### src/rtl/trace_cmd_issuer.sv
// Trace command issuer: buffers parsed trace commands in a small FIFO and sequences
// each one into the lookup/update, clear and print phasing expected by the caches, MESI FSM and LRU.
module trace_cmd_issuer #(
  parameter int FIFO_DEPTH  = 4,
  parameter int INDEX_BITS  = 14,
  parameter int OFFSET_BITS = 6,
  parameter int TAG_BITS    = 32 - INDEX_BITS - OFFSET_BITS
) (
  input  logic                   clk,
  input  logic                   rst,
  input  logic                   i_cmd_valid,
  output logic                   o_cmd_ready,
  input  logic [3:0]             i_cmd_n,
  input  logic [31:0]            i_cmd_addr,
  output logic                   o_instr_valid,
  output logic [3:0]             o_instr_n,
  output logic [31:0]            o_instr_addr,
  output logic [TAG_BITS-1:0]    o_instr_tag,
  output logic [INDEX_BITS-1:0]  o_instr_index,
  output logic [OFFSET_BITS-1:0] o_instr_offset,
  output logic                   o_data_sel,
  output logic                   o_read_enable,
  output logic                   o_write_enable,
  output logic                   o_start,
  output logic                   o_clear_req,
  output logic                   o_print_req,
  output logic                   o_busy,
  output logic [15:0]            o_issued_count,
  output logic [7:0]             o_err_count
);

  localparam int PTR_W = $clog2(FIFO_DEPTH);
  localparam int CNT_W = PTR_W + 1;

  typedef enum logic [2:0] {
    S_IDLE, S_LOOKUP, S_UPDATE, S_CLEAR, S_PRINT1, S_PRINT2
  } state_e;

  state_e                   r_state;
  logic [35:0]              r_mem [FIFO_DEPTH];
  logic [PTR_W-1:0]         r_wr_ptr, r_rd_ptr;
  logic [CNT_W-1:0]         r_count;
  logic                     r_cmd_ready;
  logic                     r_is_access;
  logic                     r_instr_valid, r_data_sel;
  logic                     r_read_enable, r_write_enable, r_start;
  logic                     r_clear_req, r_print_req;
  logic [3:0]               r_instr_n;
  logic [31:0]              r_instr_addr;
  logic [15:0]              r_issued_count;
  logic [7:0]               r_err_count;

  logic                     w_push, w_pop, w_final, w_head_legal;
  logic [3:0]               w_head_n;
  logic [31:0]              w_head_addr;
  logic [CNT_W-1:0]         w_count_next;

  // Ready is registered, so a full FIFO refuses a push even when it pops that same cycle.
  assign w_push       = i_cmd_valid & r_cmd_ready;
  assign w_final      = (r_state == S_UPDATE) | (r_state == S_CLEAR) | (r_state == S_PRINT2);
  assign w_pop        = (r_count != '0) & ((r_state == S_IDLE) | w_final);
  assign w_head_n     = r_mem[r_rd_ptr][35:32];
  assign w_head_addr  = r_mem[r_rd_ptr][31:0];
  assign w_head_legal = (w_head_n <= 4'd6) | (w_head_n == 4'd8) | (w_head_n == 4'd9);
  assign w_count_next = r_count + CNT_W'(w_push) - CNT_W'(w_pop);

  // NOTE: storage carries no reset; the pointers and count alone decide what is valid.
  always_ff @(posedge clk) begin
    if (w_push) r_mem[r_wr_ptr] <= {i_cmd_n, i_cmd_addr};
  end

  // NOTE: every register is updated with <= so all blocks see pre-edge values consistently.
  always_ff @(posedge clk) begin
    if (rst) begin
      r_wr_ptr    <= '0;
      r_rd_ptr    <= '0;
      r_count     <= '0;
      r_cmd_ready <= 1'b0;
    end else begin
      if (w_push) r_wr_ptr <= r_wr_ptr + PTR_W'(1);
      if (w_pop)  r_rd_ptr <= r_rd_ptr + PTR_W'(1);
      r_count     <= w_count_next;
      r_cmd_ready <= (w_count_next != CNT_W'(FIFO_DEPTH));
    end
  end

  always_ff @(posedge clk) begin
    if (rst) begin
      r_state        <= S_IDLE;
      r_is_access    <= 1'b0;
      r_instr_valid  <= 1'b0;
      r_data_sel     <= 1'b0;
      r_read_enable  <= 1'b0;
      r_write_enable <= 1'b0;
      r_start        <= 1'b0;
      r_clear_req    <= 1'b0;
      r_print_req    <= 1'b0;
      r_instr_n      <= '0;
      r_instr_addr   <= '0;
      r_issued_count <= '0;
      r_err_count    <= '0;
    end else begin
      unique case (r_state)
        S_LOOKUP: begin
          r_state        <= S_UPDATE;
          r_read_enable  <= 1'b0;
          r_write_enable <= 1'b1;
          r_start        <= r_is_access;
        end
        S_PRINT1: r_state <= S_PRINT2;
        default: begin
          // Idle or final cycle: fall back to IDLE unless a buffered command takes over.
          r_state        <= S_IDLE;
          r_instr_valid  <= 1'b0;
          r_read_enable  <= 1'b0;
          r_write_enable <= 1'b0;
          r_start        <= 1'b0;
          r_clear_req    <= 1'b0;
          r_print_req    <= 1'b0;
          if (w_pop) begin
            if (w_head_legal) begin
              r_instr_valid  <= 1'b1;
              r_instr_n      <= w_head_n;
              r_instr_addr   <= w_head_addr;
              r_data_sel     <= (w_head_n != 4'd2);
              r_is_access    <= (w_head_n <= 4'd2);
              r_issued_count <= r_issued_count + 16'd1;
            end else if (r_err_count != 8'hFF) begin
              r_err_count    <= r_err_count + 8'd1;
            end
            case (w_head_n)
              4'd0, 4'd1, 4'd2, 4'd3, 4'd4, 4'd5, 4'd6: begin
                r_state       <= S_LOOKUP;
                r_read_enable <= 1'b1;
              end
              4'd8: begin
                r_state     <= S_CLEAR;
                r_clear_req <= 1'b1;
              end
              4'd9: begin
                r_state     <= S_PRINT1;
                r_print_req <= 1'b1;
              end
              default: ;
            endcase
          end
        end
      endcase
    end
  end

  assign o_cmd_ready    = r_cmd_ready;
  assign o_instr_valid  = r_instr_valid;
  assign o_instr_n      = r_instr_n;
  assign o_instr_addr   = r_instr_addr;
  assign o_instr_tag    = r_instr_addr[31 -: TAG_BITS];
  assign o_instr_index  = r_instr_addr[OFFSET_BITS +: INDEX_BITS];
  assign o_instr_offset = r_instr_addr[OFFSET_BITS-1:0];
  assign o_data_sel     = r_data_sel;
  assign o_read_enable  = r_read_enable;
  assign o_write_enable = r_write_enable;
  assign o_start        = r_start;
  assign o_clear_req    = r_clear_req;
  assign o_print_req    = r_print_req;
  assign o_busy         = (r_count != '0) | (r_state != S_IDLE);
  assign o_issued_count = r_issued_count;
  assign o_err_count    = r_err_count;

endmodule

### config.mk
export PLATFORM = sky130hd
export DESIGN_NAME = trace_cmd_issuer
export DESIGN_NICKNAME = d
export VERILOG_FILES = /design/src/rtl/trace_cmd_issuer.sv
export SDC_FILE = /design/constraint.sdc
export NUM_CORES = 1
export LEC_CHECK = 0
export CAP_MARGIN = 15
export CORE_MARGIN = 2
export CORE_UTILIZATION = 56
export CTS_CLUSTER_SIZE = 14
export DETAILED_ROUTE_END_ITERATION = 10
export DONT_BUFFER_PORTS = 1
export GPL_ROUTABILITY_DRIVEN = 0
export GPL_TIMING_DRIVEN = 0
export PLACE_DENSITY = 0.7
export SYNTH_ARGS = -nofsm -noshare
export SYNTH_HDL_FRONTEND = slang
export SYNTH_SLANG_ARGS = --single-unit
### constraint.sdc
create_clock -name clk -period 4.6 [get_ports clk]
set_clock_uncertainty 0.2 [all_clocks]
set_input_delay 0 -clock clk [delete_from_list [all_inputs] [get_ports clk]]
set_output_delay 0 -clock clk [all_outputs]
set_load 0.01 [all_outputs]
; After elaboration in Yosys (flattened, before gate mapping)
; Memory sizes are Yosys's and may differ from the RTL's. A register that Yosys moved wholly into a read port is not among the register bits.
; Cells that the tools add are included.
[totals]
elab_cells = 78
regBits = 79
ramBits = 144
out_inout_bits = 101
in_bits = 39
memories = 1
[classes]
eq_ne = 16
mux = 18
reduce_logical = 8
bitwise = 10
n_lt_le_gt_ge = 2
add_sub_neg = 6
[memory_table]
columns = memory, words, width, rd, rd_clocked_by_memory_dff, wr, line_no
row1 = r_mem, 4, 36, 1, 1, 1, 40  ; logic [35:0] r_mem [FIFO_DEPTH];
[op_table]
columns = op, count
row1 = $add A16 B1 Y16 const B, 1
row2 = $eq A4 B3 Y1 const B, 3
row3 = $mux W1, 10
row4 = $pmux W3 S3, 1
row5 = $add A8 B1 Y8 const B, 1
row6 = $eq A4 B2 Y1 const B, 2
row7 = $eq A4 B4 Y1 const B, 2
row8 = $ne A8 B8 Y1 const B, 1
row9 = $reduce_or A7 Y1, 1
row10 = $eq A3 B2 Y1 const B, 2
row11 = $eq A3 B3 Y1 const B, 2
row12 = $or A1 B1 Y1, 6
row13 = $pmux W1 S2, 3
row14 = $pmux W3 S2, 1
row15 = $reduce_bool A3 Y1, 2
row16 = $add A2 B1 Y2 const B, 2
row17 = $eq A4 B1 Y1 const B, 1
row18 = $le A4 B2 Y1 const B, 1
row19 = $le A4 B3 Y1 const B, 1
row20 = $logic_not A4 Y1, 1
row21 = $mux W2, 2
row22 = $ne A4 B2 Y1 const B, 1
row23 = $reduce_and A4 Y1, 1
row24 = $add A3 B1 Y3, 1
row25 = 9 further kinds, 11

; Logic depth before layout (Yosys ltp)
; Gate-level depths: netlist of the first run.
[depth]
depth_word = 7
depth_mapped = 13
depth_no_buf = 13

; Worst setup path before layout of the first run
; No wires, ideal clock.
[synth_timing]
kind = reg-to-reg
start = register r_state[0]
end = register r_cmd_ready, in the netlist o_cmd_ready
t_arrival_ns = 2.413
slack_ns = 1.859
stages_incl_launch_ff = 14
setup_ns = 0.128
path_cell_list = dfxtp_1 > nor2b_1 > xnor2_1 > nand2_1 > inv_1 > ha_1 > inv_1 > ha_1 > inv_1 > fa_1 > xor2_1 > xnor2_1 > nor3b_1 > nor2_1
[synth_via]
elab_chain_len = 7
[synth_lines]
columns = item, line_no
row1 = from (decl), 39  ; state_e r_state;
row2 = from (signal assigned), 89  ; r_state <= S_IDLE;
row3 = from (signal assigned), 105  ; r_state <= S_UPDATE;
row4 = from (signal assigned), 110  ; S_PRINT1: r_state <= S_PRINT2;
row5 = $eq A3 B2 Y1, 60  ; assign w_final = (r_state == S_UPDATE) | (r_state == S_CLEAR) | (r_state == S_PRINT2);
row6 = $or A1 B1 Y1 (2 in series), 60
row7 = $or A1 B1 Y1 (*), 61  ; assign w_pop = (r_count != '0) & ((r_state == S_IDLE) | w_final);
row8 = $and A1 B1 Y1 (*), 61
row9 = $sub A3 B1 Y3 (*), 65  ; assign w_count_next = r_count + CNT_W'(w_push) - CNT_W'(w_pop);
row10 = $ne A3 B3 Y1 (*), 83  ; r_cmd_ready <= (w_count_next != CNT_W'(FIFO_DEPTH));
row11 = to (signal assigned), 83
row12 = to (decl), 43  ; logic r_cmd_ready;
; Mark *: on every way between the ends. The rest lies on a longest branch, timed or not.
; A chain may end at the register's enable or synchronous reset.

; Final worst setup path of the first run
; Ends and elaborated chain as after synthesis.

==> results of run 1 <==
## synth_stat cells, types with 4 or more instances
cell      instances
a21oi_1          55
and3_1           10
buf_2             5
buf_4            32
clkbuf_1         30
dfxtp_1          81
edfxtp_1        144
ha_1              8
inv_1             8
mux2_2            7
mux4_2           36
nand2_1          24
nand3_1          43
nand4_1           6
nor2_1           23
nor2b_1          12
nor3_1            5
nor4_1            7
o21ai_0          38
o31ai_1           7
o41ai_1           6
or2_2             4
or4_1             7
or4b_1            4
xnor2_1           4
## routing by layer
| layer | track usage | wire [um] | vias to the layer above |
|---|---|---|---|
| met5 | 0 | 0 | - |
| met1 | 0.2912 | 7637 | 2816 |
| met3 | 0.06597 | 1788 | 22 |
| met2 | 0.3889 | 9676 | 235 |
| li1 | - | - | 2624 |
| met4 | 0.05072 | 244 | 0 |
## registers in the layout (all words and copies together), names as in the netlist, 2 cells and up, named ones only
name / cells
r_wr_ptr: 2
r_rd_ptr: 2
o_err_count: 8
r_mem: 144
r_count: 3
o_instr_n: 4
r_state: 3
o_instr_addr: 32
o_issued_count: 16
## per-stage QoR
step / std cells / hold slack, ns / total power [mW]
after floorplan: 647 / -0.1011 / 4.383
after global placement: 863 / -0.1010 / 4.890
after global routing: 963 / 0.009399 / 7.279
final: 963 / 0.01696 / 6.900
after CTS: 961 / 0.001712 / 6.940
after detailed placement: 867 / -0.1010 / 4.967
## worst paths after layout
path | endpoint | slack [ns] | cells after the start
max | o_cmd_ready | 1.38 | 13
min | r_mem[1][25] | 0.02 | 1
max reg2reg | o_cmd_ready | 1.38 | 13
min reg2reg | o_clear_req | 0.30 | 2
## layout make-up
type	instances	area [um2]	area share
repair buffers	57	610.6	0.05682
flip-flops and latches	225	5946	0.5533
inverters	8	30.03	0.002794
multi-input cells	343	2678	0.2492
clock inverters	9	127.6	0.01188
clock buffers	33	674.4	0.06275
plain buffers	71	407.9	0.03796
diodes	1	2.502	0.0002329
well taps	216	270.3	0.02515
## repair_timing
| item | CTS | global route |
|---|---|---|
| hold buffers | 52 | 1 |
| endpoints found under the setup margin | 0 | 0 |
| hold endpoints to repair | 283 | 2 |
## kinds of logic after synthesis
kind of cell | synth area share
buffers and inverters | 0.04836
xor gates and xnor gates | 0.006770
DFF | 0.6565
adders and majority gates | 0.01437
muxes | 0.09934
AOI/OAI and AO/OA | 0.07516
and+or+nand+nor | 0.09948
## power by group through the flow
stage	clock network, mW	registers, mW	logic [mW]
5_1_grt	2.05	2.86	2.37
3_5_place_dp	0	2.86	2.10
4_1_cts	1.96	2.82	2.16
3_3_place_gp	0	2.85	2.04
2_1_floorplan	0	2.77	1.61
6_report	1.92	2.82	2.16
==> results.sh, run 1 <==
export IMPL_cp_data_required_time_ns=4.77
export IMPL_synth_cells=647
export IMPL_fill_cells=1068
export IMPL_antenna_found_initial=1
export IMPL_setup_worst_path_start="r_state[0]"
export IMPL_maxCapViolCount=0
export IMPL_ys_seq_area_frac=0.6565
export IMPL_numCtsBuffers=23
export IMPL_power_density_nw_per_um2=642.1
export IMPL_syn_num_nets=695
export IMPL_async_flop_share=0
export IMPL_cp_arrival_ns=3.38
export IMPL_p_sw_frac=0.3400
export IMPL_cts_resized=0
export IMPL_setup_viol=0
export IMPL_finalCriticalPeriod_ns=3.216
export IMPL_vdd_drop_max_v=0.0004277
export IMPL_wire_per_inst_um=20.09
export IMPL_die_area_um2=17210
export IMPL_synth_ff_type="edfxtp_1"
export IMPL_max_slew_margin=0.3939
export IMPL_hold_violations=0
export IMPL_hp_start="i_cmd_addr[25]"
export IMPL_htree_levels=1
export IMPL_clkPwrFrac=0.279
export IMPL_clock_path_buffers=3
export IMPL_synth_top_area_frac=0.4775
export IMPL_switchingPower_mw=2.346
export IMPL_max_freq_mhz=311.0
export IMPL_clk_pin_slew_ns=0.06
export IMPL_ys_ff_latch=225
export IMPL_netlist_area_um2=9056
export IMPL_design_area_um2=10750
export IMPL_drt_iter0_markers=545
export IMPL_ant_nets=0
export IMPL_path_class="reg2reg"
export IMPL_end_kind="register"
export IMPL_ys_types=50
export IMPL_die_w_um=131.2
export IMPL_critPathSlowestCell="xnor2_1"
export IMPL_fin_setup_tns_ns=0
export IMPL_drive_gt1_frac=0.1796
export IMPL_synth_edff_count=144
export IMPL_grt_max_degree=33
export IMPL_ioPinCount=140
export IMPL_io_buffers=0
export IMPL_initial_core_util=0.5722
export IMPL_grt_pass1_vias=5753
export IMPL_coreArea_um2=15830
export IMPL_dpl_cell_area_um2=9412
export IMPL_pre_cts_ws_ns=1.413
export IMPL_utilization=0.6790
export IMPL_dr_pass1_iters=6
export IMPL_route_detailed_drc=0
export IMPL_num_vias=5697
export IMPL_cts_sinks=225
export IMPL_die_h_um=131.2
export IMPL_fin_nets=777
export IMPL_grt_pass1_wl_um=31100
export IMPL_outcome="completed"
export IMPL_hp_class="in2reg"
export IMPL_layout_common_cells="144 x edfxtp_1, 81 x dfxtp_1, 55 x a21oi_1"
export IMPL_rsz0062_at_grt="false"
export IMPL_synthToLayoutAreaGrowth_pct=18.67
export IMPL_track_usage=0.2276
export IMPL_internal_power_mw=4.554
export IMPL_fin_crit_sh=0.6990
export IMPL_worstSetupStartpointType="register"
export IMPL_clk_latency_ns=0.50
export IMPL_r2r_start="r_state[0]"
export IMPL_yosysTopAreaCell="edfxtp_1"
export IMPL_ys_warn_count=0
export IMPL_cts_tree="built"
export IMPL_crit_top_cell="inv_1"
export IMPL_worst_slack_ns=1.384
export IMPL_hpwl_um=12560
export IMPL_root_buffer="clkbuf_16"
export IMPL_routed_wl_um=19350
export IMPL_leakage_nw=3.624
export IMPL_cts_setup_buffers=0
export IMPL_max_stage_delay_ns=0.49
export IMPL_rows=46
export IMPL_cp_top_family="XOR/XNOR gates"
export IMPL_critical_path_cell_chain="nor2b_1, xnor2_1, nand2_1, inv_1, ha_1, inv_1, ha_1, inv_1, fa_1, xor2_1, xnor2_1, nor3b_1, nor2_1"
export IMPL_slew_violations=0
export IMPL_crit_fanout=7
export IMPL_syn_avg_cell_area_um2=14.00
export IMPL_seq_power_share=0.409
export IMPL_grt_overflow_total=0
export IMPL_viasPerCell=5.916
export IMPL_worst_path_buf_inv=3
export IMPL_final_common_cell="edfxtp_1"
export IMPL_worst_pin_slew_ns=0.9092
export IMPL_synth_area_leaders="edfxtp_1 48%, dfxtp_1 18%, mux4_2 9.0%"
export IMPL_p_comb_frac=0.313
No activity file was read; power rests on OpenSTA's default activity.
==> run 2, diff against run 1 <==
- clock period: 4.6 -> 3.2 ns (I/O delays scaled with it)
==> results.sh, run 2 (synthesis results as in run 1) <==
export IMPL_outcome="completed"
export IMPL_r2r_start="r_count[1]"
export IMPL_wire_per_inst_um=20.12
export IMPL_clk_latency_ns=0.50
export IMPL_fin_nets=777
export IMPL_setup_viol=0
export IMPL_htree_levels=1
export IMPL_grt_overflow_total=0
export IMPL_layout_common_cells="144 x edfxtp_1, 81 x dfxtp_1, 55 x a21oi_1"
export IMPL_maxCapViolCount=0
export IMPL_hp_class="in2reg"
export IMPL_grt_pass1_vias=5753
export IMPL_worstSetupStartpointType="register"
export IMPL_drive_gt1_frac=0.1836
export IMPL_finalCriticalPeriod_ns=2.976
export IMPL_fin_crit_sh=0.9301
export IMPL_ioPinCount=140
export IMPL_antenna_found_initial=1
export IMPL_clk_pin_slew_ns=0.06
export IMPL_max_slew_margin=0.3933
export IMPL_clock_path_buffers=3
export IMPL_critPathCapture="o_cmd_ready"
export IMPL_max_freq_mhz=336.0
export IMPL_vdd_drop_max_v=0.0006160
export IMPL_dr_pass1_iters=5
export IMPL_final_common_cell="edfxtp_1"
export IMPL_setup_worst_path_start="r_count[1]"
export IMPL_die_w_um=131.2
export IMPL_fin_cells=963
export IMPL_grt_pass1_wl_um=31100
export IMPL_drt_iter0_markers=578
export IMPL_num_vias=5729
export IMPL_holdWs_ns=0.01776
export IMPL_slew_violations=0
export IMPL_crit_fanout=8
export IMPL_power_density_nw_per_um2=923.2
export IMPL_viasPerCell=5.949
export IMPL_cp_data_required_time_ns=3.37
export IMPL_rr_worst_depth=13
export IMPL_leakage_nw=3.626
export IMPL_initial_core_util=0.5722
export IMPL_hold_violations=0
export IMPL_cts_tree="built"
export IMPL_worst_pin_slew_ns=0.9100
export IMPL_root_buffer="clkbuf_16"
export IMPL_die_h_um=131.2
export IMPL_io_buffers=0
export IMPL_route_detailed_drc=0
export IMPL_ant_nets=0
export IMPL_end_kind="register"
export IMPL_hpwl_um=12560
export IMPL_cts_sinks=225
export IMPL_cts_setup_buffers=0
export IMPL_routed_wl_um=19370
export IMPL_rrSetupSlack_ns=0.22
export IMPL_coreArea_um2=15830
export IMPL_r2r_end="o_cmd_ready"
export IMPL_synthToLayoutAreaGrowth_pct=18.80
export IMPL_path_class="reg2reg"
export IMPL_cp_arrival_ns=3.14
export IMPL_track_usage=0.2276
export IMPL_die_area_um2=17210
export IMPL_rsz0062_at_grt="false"
export IMPL_rows=46
export IMPL_grt_max_degree=33
export IMPL_top_register="r_mem"
export IMPL_numCtsBuffers=23
export IMPL_fin_setup_tns_ns=0
export IMPL_placed_cells=867
export IMPL_largest_reg_flops=144
## run 2: per-stage QoR
stage | worst slack [ns] | total power [mW] | area, um2 | utilization
6_report | 0.2238 | 9.933 | 10760 | 0.6798
4_1_cts | 0.1154 | 9.984 | 10740 | 0.6787
3_3_place_gp | 0.03642 | 7.030 | 9326 | 0.5892
2_1_floorplan | 0.4594 | 6.300 | 9056 | -
3_5_place_dp | 0.01264 | 7.140 | 9412 | 0.5946
5_1_grt | 0.007175 | 10.48 | 10760 | 0.6798
## run 2: how the worst min path moves through the flow
| stage | from | end | slack, ns | cells past startpoint |
|---|---|---|---|---|
| CTS | i_cmd_addr[20] | r_mem[0][20] | 0.002 | 1 |
| detailed placement | i_cmd_addr[16] | r_mem[3][16] | -0.10 | 0 |
| global placement | i_cmd_addr[24] | r_mem[2][24] | -0.10 | 0 |
| floorplan | i_cmd_addr[0] | r_mem[0][0] | -0.10 | 0 |
| global route | i_cmd_addr[23] | r_mem[3][23] | 0.009 | 1 |
| finish | i_cmd_addr[20] | r_mem[1][20] | 0.02 | 1 |
## run 2: final cells by class
cell class / count / area, um2
clock inverter: 9 / 127.6
antenna: 1 / 2.502
sequential: 225 / 5946
timing repair buffer: 57 / 610.6
fill: 1067 / 5069
tap: 216 / 270.3
multi-input combinational: 343 / 2690
buffer: 71 / 407.9
clock buffer: 33 / 674.4
inverter: 8 / 30.03
## run 2: per-layer routing
layer / routed length (um) / part of all wire / GRT usage
met5: 0 / 0 / 0
met4: 267 / 0.014 / 0.05072
met3: 1751 / 0.090 / 0.06597
met2: 9678 / 0.50 / 0.3889
met1: 7677 / 0.40 / 0.2912
## run 2: critical path, cell delays in order (launching register included)
cell      delay [ns]
dfxtp_1         0.35
or3_1           0.34
clkbuf_1        0.22
nand2_2         0.15
inv_1           0.11
ha_1            0.30
inv_1           0.06
ha_1            0.14
inv_1           0.05
fa_1            0.38
xor2_1          0.16
xnor2_1         0.14
nor3b_1         0.20
nor2_1          0.06
## run 2: where the power goes
| part | leakage [nW] | switching (mW) | internal, mW | total (mW) |
|---|---|---|---|---|
| clock | 0.387 | 1.06 | 1.71 | 2.77 |
| combinational | 1.27 | 1.85 | 1.27 | 3.11 |
| sequential | 1.97 | 0.475 | 3.58 | 4.05 |
## run 2: what timing repair did
| item | 4_1_cts | 5_1_grt |
|---|---|---|
| endpoints found under the setup margin | 1 | 1 |
| hold buffers | 52 | 1 |
| hold endpoints to repair | 283 | 2 |
| gates resized for setup | 1 | 2 |
==> run 3, diff against run 2 <==
- GPL_TIMING_DRIVEN: 0 -> unset
==> results.sh, run 3 (synthesis results as in run 1) <==
export IMPL_power_density_nw_per_um2=907.8
export IMPL_fin_setup_tns_ns=0
export IMPL_leakage_nw=3.401
export IMPL_cts_tree="built"
export IMPL_fin_crit_sh=0.9214
export IMPL_hp_class="in2reg"
export IMPL_die_h_um=131.2
export IMPL_path_class="reg2reg"
export IMPL_cp_data_required_time_ns=3.38
export IMPL_grt_pass1_wl_um=30550
export IMPL_pre_cts_ws_ns=0.1639
export IMPL_p_sw_frac=0.3543
export IMPL_io_buffers=0
export IMPL_hp_start="i_cmd_addr[28]"
export IMPL_internal_power_mw=6.053
export IMPL_finalCriticalPeriod_ns=2.948
export IMPL_outcome="completed"
export IMPL_rsz0062_at_grt="false"
export IMPL_max_stage_delay_ns=0.39
export IMPL_dr_pass1_iters=5
export IMPL_setup_worst_path_start="r_state[0]"
export IMPL_routed_wl_um=19060
export IMPL_grt_max_degree=84
export IMPL_r2r_start="r_state[0]"
export IMPL_ioPinCount=140
export IMPL_die_w_um=131.2
export IMPL_setup_viol=0
export IMPL_die_area_um2=17210
export IMPL_maxCapViolCount=0
export IMPL_p_comb_frac=0.289
export IMPL_coreArea_um2=15830
export IMPL_cp_arrival_ns=3.13
export IMPL_worst_path_buf_inv=3
export IMPL_wire_per_inst_um=21.13
export IMPL_crit_top_cell="inv_1"
export IMPL_switchingPower_mw=3.321
export IMPL_final_common_cell="edfxtp_1"
export IMPL_hpwl_um=11510
export IMPL_vdd_drop_max_v=0.0006190
export IMPL_slew_violations=0
export IMPL_top_register="r_mem"
export IMPL_worstSetupStartpointType="register"
export IMPL_clk_latency_ns=0.50
export IMPL_holdWs_ns=0.009853
export IMPL_numCtsBuffers=23
export IMPL_track_usage=0.2242
export IMPL_route_detailed_drc=0
export IMPL_critical_path_cell_chain="nor2b_1, xnor2_1, nand2_1, inv_1, ha_1, inv_1, ha_1, inv_1, fa_1, xor2_1, xnor2_1, nor3b_1, nor2_1"
export IMPL_viasPerCell=6.017
export IMPL_diodes=0
export IMPL_layout_common_cells="144 x edfxtp_1, 79 x dfxtp_1, 55 x a21oi_1"
export IMPL_rows=46
export IMPL_htree_levels=1
export IMPL_initial_core_util=0.5722
export IMPL_fin_nets=717
export IMPL_synthToLayoutAreaGrowth_pct=14.02
export IMPL_critPathSlowestCell="dfxtp_1"
export IMPL_cts_setup_buffers=0
export IMPL_drt_iter0_markers=347
export IMPL_max_slew_margin=0.3468
export IMPL_clock_path_buffers=3
export IMPL_clk_pin_slew_ns=0.06
export IMPL_cts_sinks=225
export IMPL_cp_top_family="adder cells"
export IMPL_crit_fanout=6
export IMPL_hold_violations=0
export IMPL_max_freq_mhz=339.2
export IMPL_end_kind="register"
export IMPL_grt_pass1_vias=5706
export IMPL_root_buffer="clkbuf_16"
export IMPL_worst_pin_slew_ns=0.9778
export IMPL_clkPwrFrac=0.262
export IMPL_ant_nets=0
export IMPL_drive_gt1_frac=0.1603
export IMPL_seq_power_share=0.448
export IMPL_largest_reg_flops=144
export IMPL_num_vias=5427
export IMPL_antenna_found_initial=0
export IMPL_grt_overflow_total=0
export IMPL_worst_slack_ns=0.2517
-- run 3: cell types whose count changed in the layout (fill, tap and decap cells not counted), sizes merged --
| cell | change |
|---|---|
| bufinv | -3 |
| buf | -30 |
| clkbuf | -27 |
| diode | -1 |
-- run 3: cell type report --
cell class                      count  area, um2
Fill cell                        1140       5502
Clock buffer                       36      659.4
Inverter                            8      30.03
Tap cell                          216      270.3
Multi-Input combinational cell    343       2700
Timing Repair Buffer               68      675.6
Clock inverter                      6      42.54
Sequential cell                   225       5948
-- run 3: power by group through the flow --
stage,combinational (mW),sequential (mW),clock [mW]
after floorplan,2.32,3.98,0
after global placement,2.53,4.24,0
after detailed placement,2.60,4.27,0
after CTS,2.70,4.21,2.51
after global routing,2.98,4.28,2.63
final,2.71,4.20,2.46
-- run 3: per-stage QoR --
| step | util | cells | power (mW) | instance area [um2] |
|---|---|---|---|---|
| after floorplan | - | 647 | 6.300 | 9056 |
| after global placement | 0.5725 | 806 | 6.772 | 9061 |
| after detailed placement | 0.5725 | 806 | 6.869 | 9061 |
| after CTS | 0.6521 | 902 | 9.418 | 10320 |
| after global routing | 0.6524 | 902 | 9.886 | 10330 |
| final | 0.6524 | 902 | 9.374 | 10330 |
-- run 3: repair_timing --
action,4_1_cts,5_1_grt
setup endpoints to repair,0,1
hold buffers,54,0
resized for setup,0,1
hold endpoints to repair,273,0
-- run 3: worst register-to-register path, stage by stage, from the launching register on --
cell and delay, ns:
dfxtp_1 0.39, nor2b_1 0.27, xnor2_1 0.17, nand2_1 0.13
inv_1 0.15, ha_1 0.26, inv_1 0.08, ha_1 0.15
inv_1 0.05, fa_1 0.39, xor2_1 0.16, xnor2_1 0.15
nor3b_1 0.23, nor2_1 0.06
-- run 3: final timing paths --
kind	to	slack, ns	depth (start not counted)
max	o_cmd_ready	0.25	13
min	r_mem[3][28]	0.01	1
max reg2reg	o_cmd_ready	0.25	13
min reg2reg	r_is_access	0.28	2
-- run 3: layer usage --
layer  track usage  part of all wire
met1        0.2747              0.39
met2        0.3947              0.51
met3       0.06327             0.081
met4       0.05556             0.019
met5             0                 0
